`config.mk`:
```
export PLATFORM = sky130hd
export DESIGN_NAME = fetch_inst_buffer_flat
export DESIGN_NICKNAME = d
export VERILOG_FILES = /design/src/rtl/fetch_inst_buffer_if.sv /design/src/rtl/fetch_inst_buffer.sv /design/src/flat_wrapper.sv
export SDC_FILE = /design/constraint.sdc
export NUM_CORES = 2
export LEC_CHECK = 0
export CAP_MARGIN = 5
export CORE_MARGIN = 5
export CORE_UTILIZATION = 40
export CTS_CLUSTER_DIAMETER = 50
export CTS_CLUSTER_SIZE = 40
export DETAILED_ROUTE_END_ITERATION = 10
export PLACE_DENSITY = 0.6
export SLEW_MARGIN = 20
export SYNTH_ARGS = -nofsm -noshare
export SYNTH_HDL_FRONTEND = slang
export SYNTH_SLANG_ARGS = --single-unit
```
`constraint.sdc`:
```
create_clock -name clk -period 9.8 [get_ports clk]
set_input_delay 1.47 -clock clk [delete_from_list [all_inputs] [get_ports clk]]
set_output_delay 1.47 -clock clk [all_outputs]
set_load 0.02 [all_outputs]
```
`src/rtl/fetch_inst_buffer_if.sv`:
```
// Bundle between fetch, the instruction buffer and the decoder.
// The master side is fetch/decode; the slave side is the buffer itself.
interface fetch_inst_buffer_if #(
  parameter int DEPTH = 16,
  parameter int PTR_W = $clog2(DEPTH)
);
  logic                  flush;
  logic [1:0]            fetch_valid;
  logic [1:0][31:0]      fetch_pc;
  logic [1:0][31:0]      fetch_inst;
  logic [1:0]            fetch_pretaken;
  logic [1:0][31:0]      fetch_pre_addr;
  logic [1:0][1:0]       fetch_is_exception;
  logic [1:0][1:0][6:0]  fetch_exception_cause;
  logic                  buffer_full;
  logic                  get_data_req;
  logic [1:0]            out_valid;
  logic [1:0][31:0]      out_pc;
  logic [1:0][31:0]      out_inst;
  logic [1:0]            out_pretaken;
  logic [1:0][31:0]      out_pre_addr;
  logic [1:0][1:0]       out_is_exception;
  logic [1:0][1:0][6:0]  out_exception_cause;
  logic [PTR_W:0]        buffer_count;

  modport master (
    output flush, fetch_valid, fetch_pc, fetch_inst, fetch_pretaken, fetch_pre_addr,
           fetch_is_exception, fetch_exception_cause, get_data_req,
    input  buffer_full, out_valid, out_pc, out_inst, out_pretaken, out_pre_addr,
           out_is_exception, out_exception_cause, buffer_count
  );

  modport slave (
    input  flush, fetch_valid, fetch_pc, fetch_inst, fetch_pretaken, fetch_pre_addr,
           fetch_is_exception, fetch_exception_cause, get_data_req,
    output buffer_full, out_valid, out_pc, out_inst, out_pretaken, out_pre_addr,
           out_is_exception, out_exception_cause, buffer_count
  );
endinterface

```
`src/rtl/fetch_inst_buffer.sv`:
```
// Dual-lane compacting instruction queue between fetch and decode.
// Delivers the two oldest entries as a registered one-cycle packet per request.
module fetch_inst_buffer #(
  parameter int DEPTH = 16,
  parameter int PTR_W = $clog2(DEPTH)
) (
  input  logic                clk,
  input  logic                rst,
  fetch_inst_buffer_if.slave  bus
);

  typedef struct packed {
    logic [31:0]      pc;
    logic [31:0]      inst;
    logic             pretaken;
    logic [31:0]      pre_addr;
    logic [1:0]       is_exception;
    logic [1:0][6:0]  exception_cause;
  } entry_t;

  localparam logic [PTR_W-1:0] PTR_ONE     = PTR_W'(1);
  localparam logic [PTR_W:0]   CNT_TWO     = (PTR_W+1)'(2);
  localparam logic [PTR_W:0]   FULL_THRESH = (PTR_W+1)'(DEPTH-2);

  entry_t            mem_r [DEPTH];
  logic [PTR_W-1:0]  head_r;
  logic [PTR_W-1:0]  tail_r;
  logic [PTR_W:0]    count_r;
  logic [1:0]        out_valid_r;
  entry_t            out0_r;
  entry_t            out1_r;

  entry_t            lane0_s;
  entry_t            lane1_s;
  logic              full_s;
  logic              en_s;
  logic [1:0]        lane_valid_s;
  logic [1:0]        enq_n_s;
  logic [1:0]        deq_n_s;
  logic              wr0_en_s;
  logic              wr1_en_s;
  logic [PTR_W-1:0]  wr0_idx_s;
  logic [PTR_W-1:0]  wr1_idx_s;
  entry_t            wr0_data_s;
  entry_t            wr1_data_s;

  assign lane0_s = {bus.fetch_pc[0], bus.fetch_inst[0], bus.fetch_pretaken[0],
                    bus.fetch_pre_addr[0], bus.fetch_is_exception[0], bus.fetch_exception_cause[0]};
  assign lane1_s = {bus.fetch_pc[1], bus.fetch_inst[1], bus.fetch_pretaken[1],
                    bus.fetch_pre_addr[1], bus.fetch_is_exception[1], bus.fetch_exception_cause[1]};

  // Enqueue/dequeue amounts and compacted write ports
  always_comb begin
    full_s       = (count_r > FULL_THRESH);
    en_s         = !full_s && !bus.flush;
    // A taken prediction in lane 0 makes lane 1 wrong-path
    lane_valid_s = en_s ? {bus.fetch_valid[1] && !(bus.fetch_valid[0] && bus.fetch_pretaken[0]),
                           bus.fetch_valid[0]} : 2'b00;
    enq_n_s      = {1'b0, lane_valid_s[0]} + {1'b0, lane_valid_s[1]};
    if (bus.get_data_req && !bus.flush) begin
      deq_n_s = (count_r >= CNT_TWO) ? 2'd2 : count_r[1:0];
    end else begin
      deq_n_s = 2'd0;
    end
    wr0_en_s   = 1'b0;
    wr1_en_s   = 1'b0;
    wr0_idx_s  = tail_r;
    wr1_idx_s  = tail_r + PTR_ONE;
    wr0_data_s = lane0_s;
    wr1_data_s = lane1_s;
    case (lane_valid_s)
      2'b01: wr0_en_s = 1'b1;
      2'b10: begin
        wr0_en_s   = 1'b1;
        wr0_data_s = lane1_s;
      end
      2'b11: begin
        wr0_en_s = 1'b1;
        wr1_en_s = 1'b1;
      end
      default: begin
        wr0_en_s = 1'b0;
        wr1_en_s = 1'b0;
      end
    endcase
  end

  // Head/tail pointers and occupancy
  always_ff @(posedge clk or negedge rst) begin
    if (!rst) begin
      head_r  <= '0;
      tail_r  <= '0;
      count_r <= '0;
    end else if (bus.flush) begin
      head_r  <= '0;
      tail_r  <= '0;
      count_r <= '0;
    end else begin
      head_r  <= head_r + PTR_W'(deq_n_s);
      tail_r  <= tail_r + PTR_W'(enq_n_s);
      count_r <= count_r + (PTR_W+1)'(enq_n_s) - (PTR_W+1)'(deq_n_s);
    end
  end

  // Entry storage; contents are qualified by the pointers, so no reset
  always_ff @(posedge clk) begin
    if (wr0_en_s) mem_r[wr0_idx_s] <= wr0_data_s;
    if (wr1_en_s) mem_r[wr1_idx_s] <= wr1_data_s;
  end

  // Registered output packet; valid is a single-cycle pulse per request
  always_ff @(posedge clk or negedge rst) begin
    if (!rst) begin
      out_valid_r <= 2'b00;
      out0_r      <= '0;
      out1_r      <= '0;
    end else if (bus.flush) begin
      out_valid_r <= 2'b00;
    end else begin
      out_valid_r <= {deq_n_s == 2'd2, deq_n_s != 2'd0};
      if (deq_n_s != 2'd0) out0_r <= mem_r[head_r];
      if (deq_n_s == 2'd2) out1_r <= mem_r[head_r + PTR_ONE];
    end
  end

  assign bus.buffer_full         = full_s;
  assign bus.buffer_count        = count_r;
  assign bus.out_valid           = out_valid_r;
  assign bus.out_pc              = {out1_r.pc, out0_r.pc};
  assign bus.out_inst            = {out1_r.inst, out0_r.inst};
  assign bus.out_pretaken        = {out1_r.pretaken, out0_r.pretaken};
  assign bus.out_pre_addr        = {out1_r.pre_addr, out0_r.pre_addr};
  assign bus.out_is_exception    = {out1_r.is_exception, out0_r.is_exception};
  assign bus.out_exception_cause = {out1_r.exception_cause, out0_r.exception_cause};

endmodule

```
`src/flat_wrapper.sv`:
```
// flat-port wrapper written by rule: the top's interface ports become plain ports
module fetch_inst_buffer_flat 
#(
  parameter int DEPTH = 16,
  parameter int PTR_W = $clog2(DEPTH)
)
  (clk, rst, bus_flush, bus_fetch_valid, bus_fetch_pc, bus_fetch_inst, bus_fetch_pretaken, bus_fetch_pre_addr, bus_fetch_is_exception, bus_fetch_exception_cause, bus_get_data_req, bus_buffer_full, bus_out_valid, bus_out_pc, bus_out_inst, bus_out_pretaken, bus_out_pre_addr, bus_out_is_exception, bus_out_exception_cause, bus_buffer_count);
  fetch_inst_buffer_if #(.DEPTH(DEPTH), .PTR_W(PTR_W)) bus_i ();
  input  logic clk;
  input  logic rst;
  input wire logic [$bits(bus_i.flush)-1:0] bus_flush;
  input wire logic [$bits(bus_i.fetch_valid)-1:0] bus_fetch_valid;
  input wire logic [$bits(bus_i.fetch_pc)-1:0] bus_fetch_pc;
  input wire logic [$bits(bus_i.fetch_inst)-1:0] bus_fetch_inst;
  input wire logic [$bits(bus_i.fetch_pretaken)-1:0] bus_fetch_pretaken;
  input wire logic [$bits(bus_i.fetch_pre_addr)-1:0] bus_fetch_pre_addr;
  input wire logic [$bits(bus_i.fetch_is_exception)-1:0] bus_fetch_is_exception;
  input wire logic [$bits(bus_i.fetch_exception_cause)-1:0] bus_fetch_exception_cause;
  input wire logic [$bits(bus_i.get_data_req)-1:0] bus_get_data_req;
  output wire logic [$bits(bus_i.buffer_full)-1:0] bus_buffer_full;
  output wire logic [$bits(bus_i.out_valid)-1:0] bus_out_valid;
  output wire logic [$bits(bus_i.out_pc)-1:0] bus_out_pc;
  output wire logic [$bits(bus_i.out_inst)-1:0] bus_out_inst;
  output wire logic [$bits(bus_i.out_pretaken)-1:0] bus_out_pretaken;
  output wire logic [$bits(bus_i.out_pre_addr)-1:0] bus_out_pre_addr;
  output wire logic [$bits(bus_i.out_is_exception)-1:0] bus_out_is_exception;
  output wire logic [$bits(bus_i.out_exception_cause)-1:0] bus_out_exception_cause;
  output wire logic [$bits(bus_i.buffer_count)-1:0] bus_buffer_count;
  assign bus_i.flush = bus_flush;
  assign bus_i.fetch_valid = bus_fetch_valid;
  assign bus_i.fetch_pc = bus_fetch_pc;
  assign bus_i.fetch_inst = bus_fetch_inst;
  assign bus_i.fetch_pretaken = bus_fetch_pretaken;
  assign bus_i.fetch_pre_addr = bus_fetch_pre_addr;
  assign bus_i.fetch_is_exception = bus_fetch_is_exception;
  assign bus_i.fetch_exception_cause = bus_fetch_exception_cause;
  assign bus_i.get_data_req = bus_get_data_req;
  assign bus_buffer_full = bus_i.buffer_full;
  assign bus_out_valid = bus_i.out_valid;
  assign bus_out_pc = bus_i.out_pc;
  assign bus_out_inst = bus_i.out_inst;
  assign bus_out_pretaken = bus_i.out_pretaken;
  assign bus_out_pre_addr = bus_i.out_pre_addr;
  assign bus_out_is_exception = bus_i.out_is_exception;
  assign bus_out_exception_cause = bus_i.out_exception_cause;
  assign bus_buffer_count = bus_i.buffer_count;
  fetch_inst_buffer #(.DEPTH(DEPTH), .PTR_W(PTR_W)) u_core (.clk(clk), .rst(rst), .bus(bus_i));
endmodule
```
==> key figures <==
STA
  – Final Hold Vio Count: 0
  – Max Clock Freq: 0.176 GHz
  – Period Utilization, post-route: 0.578
  – Relative slew slack: 0.205
  – Setup Skew: 0.106 ns
  – Crit path time final: 5.67 ns
  – Post-route setup TNS: 0 ns
  – RSZ-0062 raised after global routing: false
  – Slew Limit Fails: 0
  – Worst Tran Pin Value: 1.19 ns
  – Final setup fails: 0

Detailed routing
  – Initial DRC count: 11000
  – Routed WL: 393000 um
  – Highest routed metal layer: met5
  – Via count: 79800
  – Avg WL per Cell: 31.2 um
  – DRC Markers: 0
  – Met3 WL post-DR: 41700 um
  – Wire length on met2: 187000 um
  – Vias per cell: 6.33
  – Drt pass-1 iters: 6
  – WL met1: 145000 um
  – Final ANT Viol Nets: 0

Yosys
  – Synth top area cells: edfxtp_1, mux4_2, a21oi_1
  – Most common flop cell mapped by yosys: edfxtp_1
  – Synth Instances: 8821
  – Simple-gate area share of the yosys netlist: 0.0742
  – Cell variety after synth: 35
  – Syn nets: 9074
  – Synth top area share: 0.490
  – Mux cell area share after synthesis: 0.227
  – Fraction of the yosys area taken by sequential cells: 0.545
  – Average size of a mapped cell: 12.5 um2
  – Post-synth top cells: nor2_1, a21oi_1, edfxtp_1
  – Synth warnings: 0
  – Asr flop ratio synth: 0.118
  – Main combinational cell family by area after synthesis: multiplexers
  – Synth Area in Compound Gates: 0.108
  – Syn Std Cell Area: 111000 um2
  – Synth Area in Adders: 0.00264
  – Post-synthesis xor/xnor area fraction: 0.000622
  – Most common cell in the netlist: nor2_1
  – Post-synth EDFFs: 1808
  – Flops & latches, synth: 2049
  – Leading area contributor after synthesis: edfxtp_1

Outcome
  – Status: complete, no violations

Global routing
  – GRT Util Overall: 0.267
  – Pin count of the biggest net entering global routing: 163
  – Initial antenna violation count: 38
  – Vias in the first global route: 78100
  – Grt ovf: 0
  – First-pass GRT wire length: 563000 um

CTS
  – CTS tree: yes
  – Hold buffer count at cts: 0
  – CTS H-tree lvls: 4
  – Clk_lat worst skew: 0.95 ns
  – TritonCTS buffer count: 248
  – Clk root buf: clkbuf_16
  – Maximum clock path buffer count: 4
  – # resized after CTS: 0
  – Postcts setup bufs: 0
  – Clock slew at reported path FFs: 0.06 ns
  – Clk sinks: 2049

Worst setup path
  – Crit-path max FO: 68
  – Worst Setup End Kind: flop
  – Required @ worst endpoint: 10.32 ns
  – Startpoint Class: primary input
  – R2r setup slk: 4.28 ns
  – WP data arrival: 6.18 ns
  – Crit Path Category: in -> reg

Die
  – Core Region: 276000 um2
  – Die Y: 536 um
  – Std cell rows: 193
  – Die ar.: 287000 um2
  – # IOs: 466
  – Initial Util: 0.401
  – Die width: 536 um

Place
  – Hpwl dp: 215000 um
  – Gpl congestion: 0.794
  – Port bufs: 465
  – Placement Cell Area: 118000 um2

Power and ir drop
  – PwrDens: 222 nW/um2
  – Leakage power of the design: 41.7 nW
  – Final Power: 28.1 mW
  – Maximum vdd ir drop: 169 uV

Min path
  – Hold WC Path Type: reg -> reg

Finish
  – Fill count: 24300
  – Design area: 127000 um2
  – P&R area growth vs syn: 14.5%
  – Ratio of cells with drive above 1 in the final layout: 0.213
  – Nets: 8918

Run
  – MaxCap Viol Count: 0
## final cells by class
class	instances	area [um2]	area share
antenna	22	55.1	0.000434
clock buffer	274	6400	0.0505
clock inverter	187	2280	0.0180
inverter	13	48.8	0.000385
multi-input combinational	5665	46300	0.365
sequential	2049	60300	0.476
tap	3705	4640	0.0366
timing repair buffer	688	6690	0.0528
## layout by cell type, fill, tap and decap left out, types with 5 or more instances in the layout
cell and n:
mux2i_2 53, inv_8 19, nand2_1 121, buf_12 22, mux2_2 226, nor2_1 1818, diode_2 22, nor3_1 115
clkbuf_16 248, clkinv_8 15, buf_4 197, clkdlybuf4s50_1 464, a221o_1 113, clkinv_4 27, ha_1 15, mux2i_1 174
clkbuf_8 10, clkinvlp_4 28, clkbuf_1 16, mux4_2 904, a22oi_1 227, clkinv_2 19, bufinv_16 24, nand2_4 7
nor2_4 12, nor2b_1 14, clkinv_1 7, dfrtp_1 239, edfxtp_1 1808, inv_6 41, a21oi_1 1814, nand3_4 5
inv_1 13
## worst max-delay path: stages
cell             delay, ns
clkdlybuf4s50_1       0.71
nor2_1                0.32
and3_1                0.27
ha_1                  0.35
and3_1                0.47
nand3_4               0.84
nand2_4               0.96
buf_4                 0.68
## layer usage
| metal | GRT usage | up-vias |
|---|---|---|
| li1 | - | 33300 |
| met4 | 0.120 | 24 |
| met2 | 0.434 | 5304 |
| met1 | 0.349 | 40200 |
| met3 | 0.0494 | 908 |
| met5 | 0 | - |
## where the power goes
part | internal [mW] | switching, mW | total (mW)
clock | 5.51 | 4.21 | 9.72
combinational | 3.39 | 3.91 | 7.30
sequential | 10.4 | 0.653 | 11.1
total | 19.3 | 8.78 | 28.1
## final timing paths
path                                       startpoint                          end  cells past startpoint
max in group asynchronous                         rst      u_core.bus.out_inst[19]                      3
min in group asynchronous                         rst  u_core.bus.out_pre_addr[15]                      1
setup reg to reg           u_core.bus.buffer_count[4]          u_core.mem_r[0][20]                     12
hold reg to reg                 u_core.bus.out_pc[30]        u_core.bus.out_pc[30]                      1
setup / recovery                            bus_flush          u_core.mem_r[0][20]                      8
hold / removal                  u_core.bus.out_pc[30]        u_core.bus.out_pc[30]                      1
## through the flow
step | utilization | std cells | worst slack, ns | hold slack, ns
floorplan | - | 8821 | 1.68 | 0.635
global placement | 0.426 | 12100 | 3.32 | 0.487
detailed placement | 0.427 | 12100 | 3.27 | 0.493
CTS | 0.459 | 12600 | 4.22 | 0.506
global route | 0.459 | 12600 | 3.98 | 0.517
finish | 0.459 | 12600 | 4.13 | 0.502
## flip-flops by register name (all words and copies together) (netlist names)
| name | count |
|---|---|
| u_core.bus.out_pretaken | 2 |
| u_core.bus.out_inst | 64 |
| u_core.head_r | 4 |
| u_core.mem_r | 1808 |
| u_core.bus.out_is_exception | 4 |
| u_core.bus.buffer_count | 5 |
| u_core.tail_r | 4 |
| u_core.bus.out_valid | 2 |
| u_core.bus.out_pc | 64 |
| u_core.bus.out_pre_addr | 64 |
| u_core.bus.out_exception_cause | 28 |
## cells by family (layout without fill, tap and decap cells)
kind of cell | Yosys count | in the layout
buffers and inverters | 1107 | 1162
AO/OA/AOI/OAI | 2160 | 2160
adder cells (fa/ha/maj) | 21 | 21
other | 0 | 22
flip-flops | 2049 | 2049
XOR/XNOR | 7 | 7
multiplexers | 1357 | 1357
AND/OR/NAND/NOR | 2120 | 2120
Note: power is estimated with default switching activity, not from simulation.
